===== src/rtl/spi_pkg.sv =====
// Shared definitions for the SPI slave frame engine and its monitor:
// command codes, status byte layout, CRC defaults and per-command frame geometry.
package spi_pkg;

  localparam int unsigned BYTE_W = 8;
  localparam int unsigned CNT_W  = 4;
  localparam int unsigned MEAS_W = 24;

  localparam logic [7:0] CRC_POLY_DEF  = 8'h2F;
  localparam logic [7:0] CRC_INIT_DEF  = 8'hFF;
  localparam logic [7:0] CRC_FINAL_DEF = 8'hFF;

  localparam logic [7:0] CMD_X10  = 8'h10;
  localparam logic [7:0] CMD_X20  = 8'h20;
  localparam logic [7:0] CMD_X30  = 8'h30;
  localparam logic [7:0] CMD_MEAS = 8'h40;
  localparam logic [7:0] CMD_WR   = 8'h50;
  localparam logic [7:0] CMD_RD   = 8'h60;
  localparam logic [7:0] CMD_XF0  = 8'hF0;

  typedef enum logic [1:0] {ST_IDLE, ST_ACTIVE, ST_FINISH} state_e;

  typedef struct packed {
    logic [1:0] mode;
    logic [2:0] counter;
    logic       error;
    logic       warning;
    logic       drdy;
  } st_status;

  // Index of the received CRC byte; 0 marks an unknown command.
  function automatic logic [CNT_W-1:0] rx_crc_pos(input logic [BYTE_W-1:0] cmd);
    case (cmd)
      CMD_X10, CMD_X20, CMD_X30, CMD_MEAS, CMD_WR: return 4'd3;
      CMD_RD:  return 4'd2;
      CMD_XF0: return 4'd1;
      default: return 4'd0;
    endcase
  endfunction

  // Index of the transmitted CRC byte; 0 marks an unknown command.
  function automatic logic [CNT_W-1:0] tx_crc_pos(input logic [BYTE_W-1:0] cmd);
    case (cmd)
      CMD_X10, CMD_X20, CMD_X30: return 4'd5;
      CMD_MEAS: return 4'd4;
      CMD_WR:   return 4'd6;
      CMD_RD:   return 4'd4;
      CMD_XF0:  return 4'd3;
      default:  return 4'd0;
    endcase
  endfunction

  function automatic logic [BYTE_W-1:0] crc_step(input logic [BYTE_W-1:0] crc,
                                                 input logic [BYTE_W-1:0] data,
                                                 input logic [BYTE_W-1:0] poly);
    return crc ^ (data & poly);
  endfunction

endpackage


===== src/rtl/spi_sync_edge.sv =====
// Multi-flop synchronizer for an asynchronous pin with registered edge pulses.
// Ports: clk, rst (sync, active high), d (async pin), rise/fall (one-clk pulses,
// STAGES+1 clk after the pin toggles).
module spi_sync_edge #(
  parameter int unsigned STAGES = 2
) (
  input  logic clk,
  input  logic rst,
  input  logic d,
  output logic rise,
  output logic fall
);

  logic [STAGES-1:0] sync;
  logic              level;

  // Chain resets low so a pin already low at reset release never yields a fall.
  always_ff @(posedge clk) begin
    if (rst) begin
      sync  <= '0;
      level <= 1'b0;
      rise  <= 1'b0;
      fall  <= 1'b0;
    end else begin
      sync  <= {sync[STAGES-2:0], d};
      level <= sync[STAGES-1];
      rise  <= sync[STAGES-1] & ~level;
      fall  <= ~sync[STAGES-1] & level;
    end
  end

endmodule


===== src/rtl/spi_slave_frame.sv =====
// SPI mode-0 slave frame engine, oversampled in the clk domain.
// Ports: clk/rst; SPI pins sclk, mosi, csb in and miso/miso_oe out;
// status_i, meas_data sources for the tx frame; register bus reg_addr/reg_wdata/
// reg_wr/reg_rd/reg_rdata; command strobe cmd_valid/cmd_code; error pulses
// crc_err and frame_err.
module spi_slave_frame
  import spi_pkg::*;
#(
  parameter logic [7:0]  CRC_POLY    = CRC_POLY_DEF,
  parameter logic [7:0]  CRC_INIT    = CRC_INIT_DEF,
  parameter logic [7:0]  CRC_FINAL   = CRC_FINAL_DEF,
  parameter int unsigned SYNC_STAGES = 2
) (
  input  logic        clk,
  input  logic        rst,
  input  logic        sclk,
  input  logic        mosi,
  input  logic        csb,
  output logic        miso,
  output logic        miso_oe,
  input  logic [7:0]  status_i,
  input  logic [23:0] meas_data,
  output logic [7:0]  reg_addr,
  output logic [7:0]  reg_wdata,
  output logic        reg_wr,
  output logic        reg_rd,
  input  logic [7:0]  reg_rdata,
  output logic        cmd_valid,
  output logic [7:0]  cmd_code,
  output logic        crc_err,
  output logic        frame_err
);

  logic sclk_rise, sclk_fall, csb_rise, csb_fall;

  spi_sync_edge #(.STAGES(SYNC_STAGES)) u_sclk_sync (
    .clk(clk), .rst(rst), .d(sclk), .rise(sclk_rise), .fall(sclk_fall)
  );

  spi_sync_edge #(.STAGES(SYNC_STAGES)) u_csb_sync (
    .clk(clk), .rst(rst), .d(csb), .rise(csb_rise), .fall(csb_fall)
  );

  // One extra flop keeps mosi aligned with the registered sclk edge pulse.
  logic [SYNC_STAGES:0] mosi_sync;
  logic                 mosi_q;
  assign mosi_q = mosi_sync[SYNC_STAGES];

  state_e              state;
  logic [6:0]          rx_shift;
  logic [6:0]          tx_shift;
  logic [2:0]          bit_cnt;
  logic [CNT_W-1:0]    byte_cnt;
  logic [BYTE_W-1:0]   cmd;
  logic [BYTE_W-1:0]   rx_crc;
  logic [BYTE_W-1:0]   tx_crc;
  logic [BYTE_W-1:0]   rx_crc_byte;
  logic [BYTE_W-1:0]   rdata_q;
  logic [MEAS_W-1:0]   meas_q;
  logic                load_pend;
  logic                rd_cap;

  logic [BYTE_W-1:0]   rx_byte_c;
  logic [BYTE_W-1:0]   tx_next_c;
  logic [CNT_W-1:0]    rx_pos_c;
  logic [CNT_W-1:0]    tx_pos_c;
  logic [CNT_W-1:0]    cmd_pos_c;

  assign rx_byte_c = {rx_shift, mosi_q};
  // While byte0 completes the command is the byte being assembled.
  assign rx_pos_c  = rx_crc_pos((byte_cnt == 4'd0) ? rx_byte_c : cmd);
  assign tx_pos_c  = tx_crc_pos(cmd);
  assign cmd_pos_c = rx_crc_pos(cmd);

  // Tx map: payload of byte[byte_cnt] for the current command.
  always_comb begin
    tx_next_c = 8'h00;
    if (tx_pos_c != 4'd0 && byte_cnt == tx_pos_c) begin
      tx_next_c = tx_crc ^ CRC_FINAL;
    end else if (byte_cnt < tx_pos_c) begin
      case (cmd)
        CMD_MEAS: begin
          if (byte_cnt == 4'd1) tx_next_c = meas_q[23:16];
          if (byte_cnt == 4'd2) tx_next_c = meas_q[15:8];
          if (byte_cnt == 4'd3) tx_next_c = meas_q[7:0];
        end
        CMD_WR: begin
          if (byte_cnt == 4'd4) tx_next_c = reg_addr;
          if (byte_cnt == 4'd5) tx_next_c = reg_wdata;
        end
        CMD_RD: begin
          if (byte_cnt == 4'd3) tx_next_c = rdata_q;
        end
        default: tx_next_c = 8'h00;
      endcase
    end
  end

  // Frame FSM with shifters, CRCs and registered strobes.
  always_ff @(posedge clk) begin
    if (rst) begin
      mosi_sync   <= '0;
      state       <= ST_IDLE;
      rx_shift    <= '0;
      tx_shift    <= '0;
      bit_cnt     <= '0;
      byte_cnt    <= '0;
      cmd         <= '0;
      rx_crc      <= '0;
      tx_crc      <= '0;
      rx_crc_byte <= '0;
      rdata_q     <= '0;
      meas_q      <= '0;
      load_pend   <= 1'b0;
      rd_cap      <= 1'b0;
      miso        <= 1'b0;
      miso_oe     <= 1'b0;
      reg_addr    <= '0;
      reg_wdata   <= '0;
      reg_wr      <= 1'b0;
      reg_rd      <= 1'b0;
      cmd_valid   <= 1'b0;
      cmd_code    <= '0;
      crc_err     <= 1'b0;
      frame_err   <= 1'b0;
    end else begin
      mosi_sync <= {mosi_sync[SYNC_STAGES-1:0], mosi};
      reg_wr    <= 1'b0;
      reg_rd    <= 1'b0;
      cmd_valid <= 1'b0;
      crc_err   <= 1'b0;
      frame_err <= 1'b0;
      // Read data is valid the cycle after the reg_rd strobe.
      rd_cap    <= reg_rd;
      if (rd_cap) rdata_q <= reg_rdata;

      case (state)
        ST_IDLE: begin
          if (csb_fall) begin
            state       <= ST_ACTIVE;
            tx_shift    <= status_i[6:0];
            miso        <= status_i[7];
            miso_oe     <= 1'b1;
            meas_q      <= meas_data;
            rx_crc      <= CRC_INIT;
            tx_crc      <= crc_step(CRC_INIT, status_i, CRC_POLY);
            rx_shift    <= '0;
            bit_cnt     <= '0;
            byte_cnt    <= '0;
            cmd         <= '0;
            rx_crc_byte <= '0;
            load_pend   <= 1'b0;
          end
        end

        ST_ACTIVE: begin
          if (csb_rise) begin
            state   <= ST_FINISH;
            miso    <= 1'b0;
            miso_oe <= 1'b0;
          end else if (sclk_rise) begin
            rx_shift <= rx_byte_c[6:0];
            bit_cnt  <= bit_cnt + 3'd1;
            if (bit_cnt == 3'd7) begin
              load_pend <= 1'b1;
              if (byte_cnt != 4'hF) byte_cnt <= byte_cnt + 4'd1;
              if (byte_cnt == 4'd0) cmd <= rx_byte_c;
              if (byte_cnt < rx_pos_c) rx_crc <= crc_step(rx_crc, rx_byte_c, CRC_POLY);
              else if (byte_cnt == rx_pos_c) rx_crc_byte <= rx_byte_c;
              if ((cmd == CMD_WR || cmd == CMD_RD) && byte_cnt == 4'd1) reg_addr <= rx_byte_c;
              if (cmd == CMD_RD && byte_cnt == 4'd1) reg_rd <= 1'b1;
              if (cmd == CMD_WR && byte_cnt == 4'd2) reg_wdata <= rx_byte_c;
            end
          end else if (sclk_fall) begin
            if (load_pend) begin
              load_pend <= 1'b0;
              tx_shift  <= tx_next_c[6:0];
              miso      <= tx_next_c[7];
              if (byte_cnt < tx_pos_c) tx_crc <= crc_step(tx_crc, tx_next_c, CRC_POLY);
            end else begin
              tx_shift <= {tx_shift[5:0], 1'b0};
              miso     <= tx_shift[6];
            end
          end
        end

        ST_FINISH: begin
          state <= ST_IDLE;
          if (cmd_pos_c == 4'd0 || byte_cnt <= cmd_pos_c) begin
            frame_err <= 1'b1;
          end else if ((rx_crc ^ CRC_FINAL) != rx_crc_byte) begin
            crc_err <= 1'b1;
          end else if (cmd == CMD_WR) begin
            reg_wr <= 1'b1;
          end else if (cmd != CMD_RD) begin
            cmd_valid <= 1'b1;
            cmd_code  <= cmd;
          end
        end

        default: state <= ST_IDLE;
      endcase
    end
  end

endmodule


===== config.mk =====
export PLATFORM = sky130hd
export DESIGN_NAME = spi_slave_frame
export DESIGN_NICKNAME = d
export VERILOG_FILES = /design/src/rtl/spi_pkg.sv /design/src/rtl/spi_sync_edge.sv /design/src/rtl/spi_slave_frame.sv
export SDC_FILE = /design/constraint.sdc
export NUM_CORES = 1
export LEC_CHECK = 0
export ABC_CLOCK_PERIOD_IN_PS = 6300
export CAP_MARGIN = 20
export CORE_MARGIN = 3
export CORE_UTILIZATION = 38
export DETAILED_ROUTE_END_ITERATION = 7
export HOLD_SLACK_MARGIN = 0.03
export PLACE_DENSITY = 0.68
export SLEW_MARGIN = 25
export SYNTH_ARGS = -nofsm -noshare
export SYNTH_HDL_FRONTEND = slang
export SYNTH_SLANG_ARGS = --single-unit

===== constraint.sdc =====
create_clock -name clk -period 6.3 [get_ports clk]
set_input_delay 1.26 -clock clk [delete_from_list [all_inputs] [get_ports clk]]
set_output_delay 1.26 -clock clk [all_outputs]
set_load 0.05 [all_outputs]

==> flow_metrics.env <==
export IMPL_clkTransAtPathRegs_ns=0.06
export IMPL_ant_nets=0
export IMPL_power_frac_comb_pct=4.5
export IMPL_die_y_um=135
export IMPL_coreArea_um2=16000
export IMPL_crit_arrival_ns=4.29
export IMPL_finalCritPeriodShare_pct=62.6
export IMPL_start_kind="flip-flop"
export IMPL_ys_types=74
export IMPL_grt_ovfl_total=0
export IMPL_internal_power_uw=1470
export IMPL_syn_inst=727
export IMPL_crit_type="reg -> reg"
export IMPL_finalSetupViolCount=0
export IMPL_finalWirelength_um=16700
export IMPL_required_ns=6.64
export IMPL_dp_slack_ns=2.43
export IMPL_p_clk_share_pct=51.1
export IMPL_postSynthAreaPerCell_um2=8.63
export IMPL_grt_usage_pct=18.8
export IMPL_power_frac_seq_pct=44.4
export IMPL_fp_dieW_um=135
export IMPL_async_flop_share_pct=0
export IMPL_io_pins=76
export IMPL_netSwitchingPower_uw=404
export IMPL_critPathTopFamily="simple AND/OR/NAND/NOR gates"
export IMPL_die_area_um2=18100
export IMPL_maxCapViolations=0
export IMPL_antenna_cells=0
export IMPL_synthFlopType="dfxtp_1"
export IMPL_drtIter0Drc=483
export IMPL_yosys_area_top_type="dfxtp_1"
export IMPL_gp_congestion=0.852
export IMPL_rsz0062_at_grt="no"
export IMPL_clock_latency_ns=0.42
export IMPL_rows=46
export IMPL_critPathMaxFanout=9
export IMPL_clock_sinks=129
export IMPL_syn_area_um2=6280
export IMPL_finalMaxSlewViolations=0
export IMPL_cts_root_buf="clkbuf_16"
export IMPL_synth_most_common_cell="dfxtp_1"
export IMPL_hold_class="reg -> reg"
export IMPL_grt_max_degree=74
export IMPL_drive_gt1_share_pct=7.79
export IMPL_syn_nets=785
export IMPL_switching_share_pct=21.6
export IMPL_cp_slowest_cell="o41ai_1"
export IMPL_port_buffers=75
export IMPL_fin_nets=828
export IMPL_fin_tns_setup_ns=0
export IMPL_cp_buffers_inverters=1
export IMPL_p_leak_uw=0.00261
export IMPL_hold_buffers=0
export IMPL_via_per_inst=5.41
export IMPL_cts_resized=0
export IMPL_cts_tree="built"
export IMPL_finalCriticalPeriod_ns=3.95
export IMPL_dp_hpwl_um=11200
export IMPL_final_setup_skew_ns=0.00771
export IMPL_postCtsSetupBuffers=0
export IMPL_cp_end_kind="flip-flop"
export IMPL_ys_seq_elements=129
export IMPL_clock_path_buffers=2
export IMPL_final_area_um2=7680
export IMPL_synthTopCellsByCount="129 x dfxtp_1, 91 x nand2_1, 72 x nor2_1"
export IMPL_synth_edf_count=0
export IMPL_relSlewSlack_pct=33.9
export IMPL_synth_area_leaders="dfxtp_1 41%, mux2i_1 7.0%, nand2_1 5.4%"
export IMPL_dpl_instance_area_um2=7110
export IMPL_start_util_pct=39.2
export IMPL_max_freq_ghz=0.253
export IMPL_tightest_slew_ns=0.979
export IMPL_layout_setup_ws_ns=2.35
export IMPL_ys_warn_count=0
export IMPL_cts_htree_levels=4
export IMPL_cpPeakStageDelay_ns=0.79
export IMPL_drc=0
export IMPL_firstDrtPassIters=7
export IMPL_hold_violations=0
export IMPL_synth_top_area_share_pct=41.1
export IMPL_status="completed"
export IMPL_grt_pass1_wl_um=27100
export IMPL_vias=5407
export IMPL_peakVddDrop_uv=186
export IMPL_syn2layout_area_growth_pct=22.4
export IMPL_cts_made_buffers=17
export IMPL_synth_seq_area_share_pct=41.1
export IMPL_drt_wirelength_per_cell_um=16.7
export IMPL_crit_chain="inv_1 > ha_1 > nor3b_4 > mux2i_1 > or4_1 > a21oi_1 > ha_1 > nor2b_1 > o41ai_1 > nand3_1 > xor2_1 > a21oi_1"
export IMPL_antenna_found_initial=0
export IMPL_cellPowerDensity_nw_per_um2=243
export IMPL_grt_pass1_vias=5180
metal layers:
metal | GRT usage [%] | up-vias | part of all wire (%)
li1 | - | 2676 | -
met1 | 27.3 | 2538 | 48
met2 | 27.6 | 174 | 43
met3 | 4.96 | 19 | 7.2
met4 | 5.20 | 0 | 1.2
met5 | 0 | - | 0
stage by stage:
stage | power, uW | utilization, % | cells | hold slack [ns]
2_1_floorplan | 890 | - | 727 | 0.383
3_3_place_gp | 930 | 44.4 | 967 | 0.397
3_5_place_dp | 930 | 44.4 | 967 | 0.390
4_1_cts | 1890 | 48.0 | 999 | 0.405
5_1_grt | 1930 | 48.0 | 999 | 0.437
6_report | 1870 | 48.0 | 999 | 0.404
final timing paths:
path | startpoint | endpoint | slack [ns] | depth (start not counted)
min | u_sclk_sync.level | u_sclk_sync.rise | 0.40 | 1
max | byte_cnt[0] | rx_crc[0] | 2.35 | 12
max reg2reg | byte_cnt[0] | rx_crc[0] | 2.35 | 12
min reg2reg | u_sclk_sync.level | u_sclk_sync.rise | 0.40 | 1
state kept, by name, summed over array words and instances, names as in the netlist, 2 cells and up:
register	cells
bit_cnt	3
byte_cnt	4
cmd	8
cmd_code	8
meas_q	24
mosi_sync	3
rdata_q	8
reg_addr	8
reg_wdata	8
rx_crc	6
rx_crc_byte	8
rx_shift	7
state	2
tx_crc	6
tx_shift	7
u_csb_sync.sync	2
u_sclk_sync.sync	2
power groups by stage:
stage	clock network (uW)	logic (uW)	registers, uW
after floorplan	0	43.0	847
after global placement	0	82.8	847
after detailed placement	0	83.0	847
after CTS	973	83.7	830
after global routing	1010	91.3	831
final	956	83.5	830
cells in the final DEF (no fill, tap or decap), types with 6 or more instances in the layout:
cell             Yosys  routed
dfxtp_1            129     128
nand2_1             91      91
clkdlybuf4s50_1      0      74
nor2_1              72      71
a21oi_1             66      66
mux2i_1             44      44
nand3_1             27      27
nor2b_1             22      22
clkbuf_16            0      17
nand3b_1            16      16
nand2b_1            15      15
nor3_1              14      14
a22oi_1             13      13
ha_1                13      13
o21ai_0             11      11
xor2_1               9       9
inv_1                7       7
a211oi_1             7       7
nand4bb_1            6       6
buf_4                1       6
cells by family (layout without fill, tap and decap cells):
kind of cell / count (synthesis) / count (layout) / share of synthesized area [%]
multiplexers: 44 / 44 / 7.02
flip-flops: 129 / 129 / 41.1
AO/OA/AOI/OAI: 148 / 148 / 16.0
AND/OR/NAND/NOR: 316 / 316 / 27.0
buffers and inverters: 63 / 119 / 4.31
adder cells (fa/ha/maj): 13 / 13 / 2.59
XOR/XNOR: 14 / 14 / 1.95
area by class of cell:
| cell class | count | area, um2 |
|---|---|---|
| repair buffers | 80 | 786 |
| clock buffers | 22 | 464 |
| flip-flops and latches | 129 | 2580 |
| well taps | 216 | 270 |
| multi-input cells | 535 | 3440 |
| inverters | 7 | 26.3 |
| fillers | 1606 | 8320 |
| clock inverters | 10 | 109 |
(Power assumes the default switching activity.)
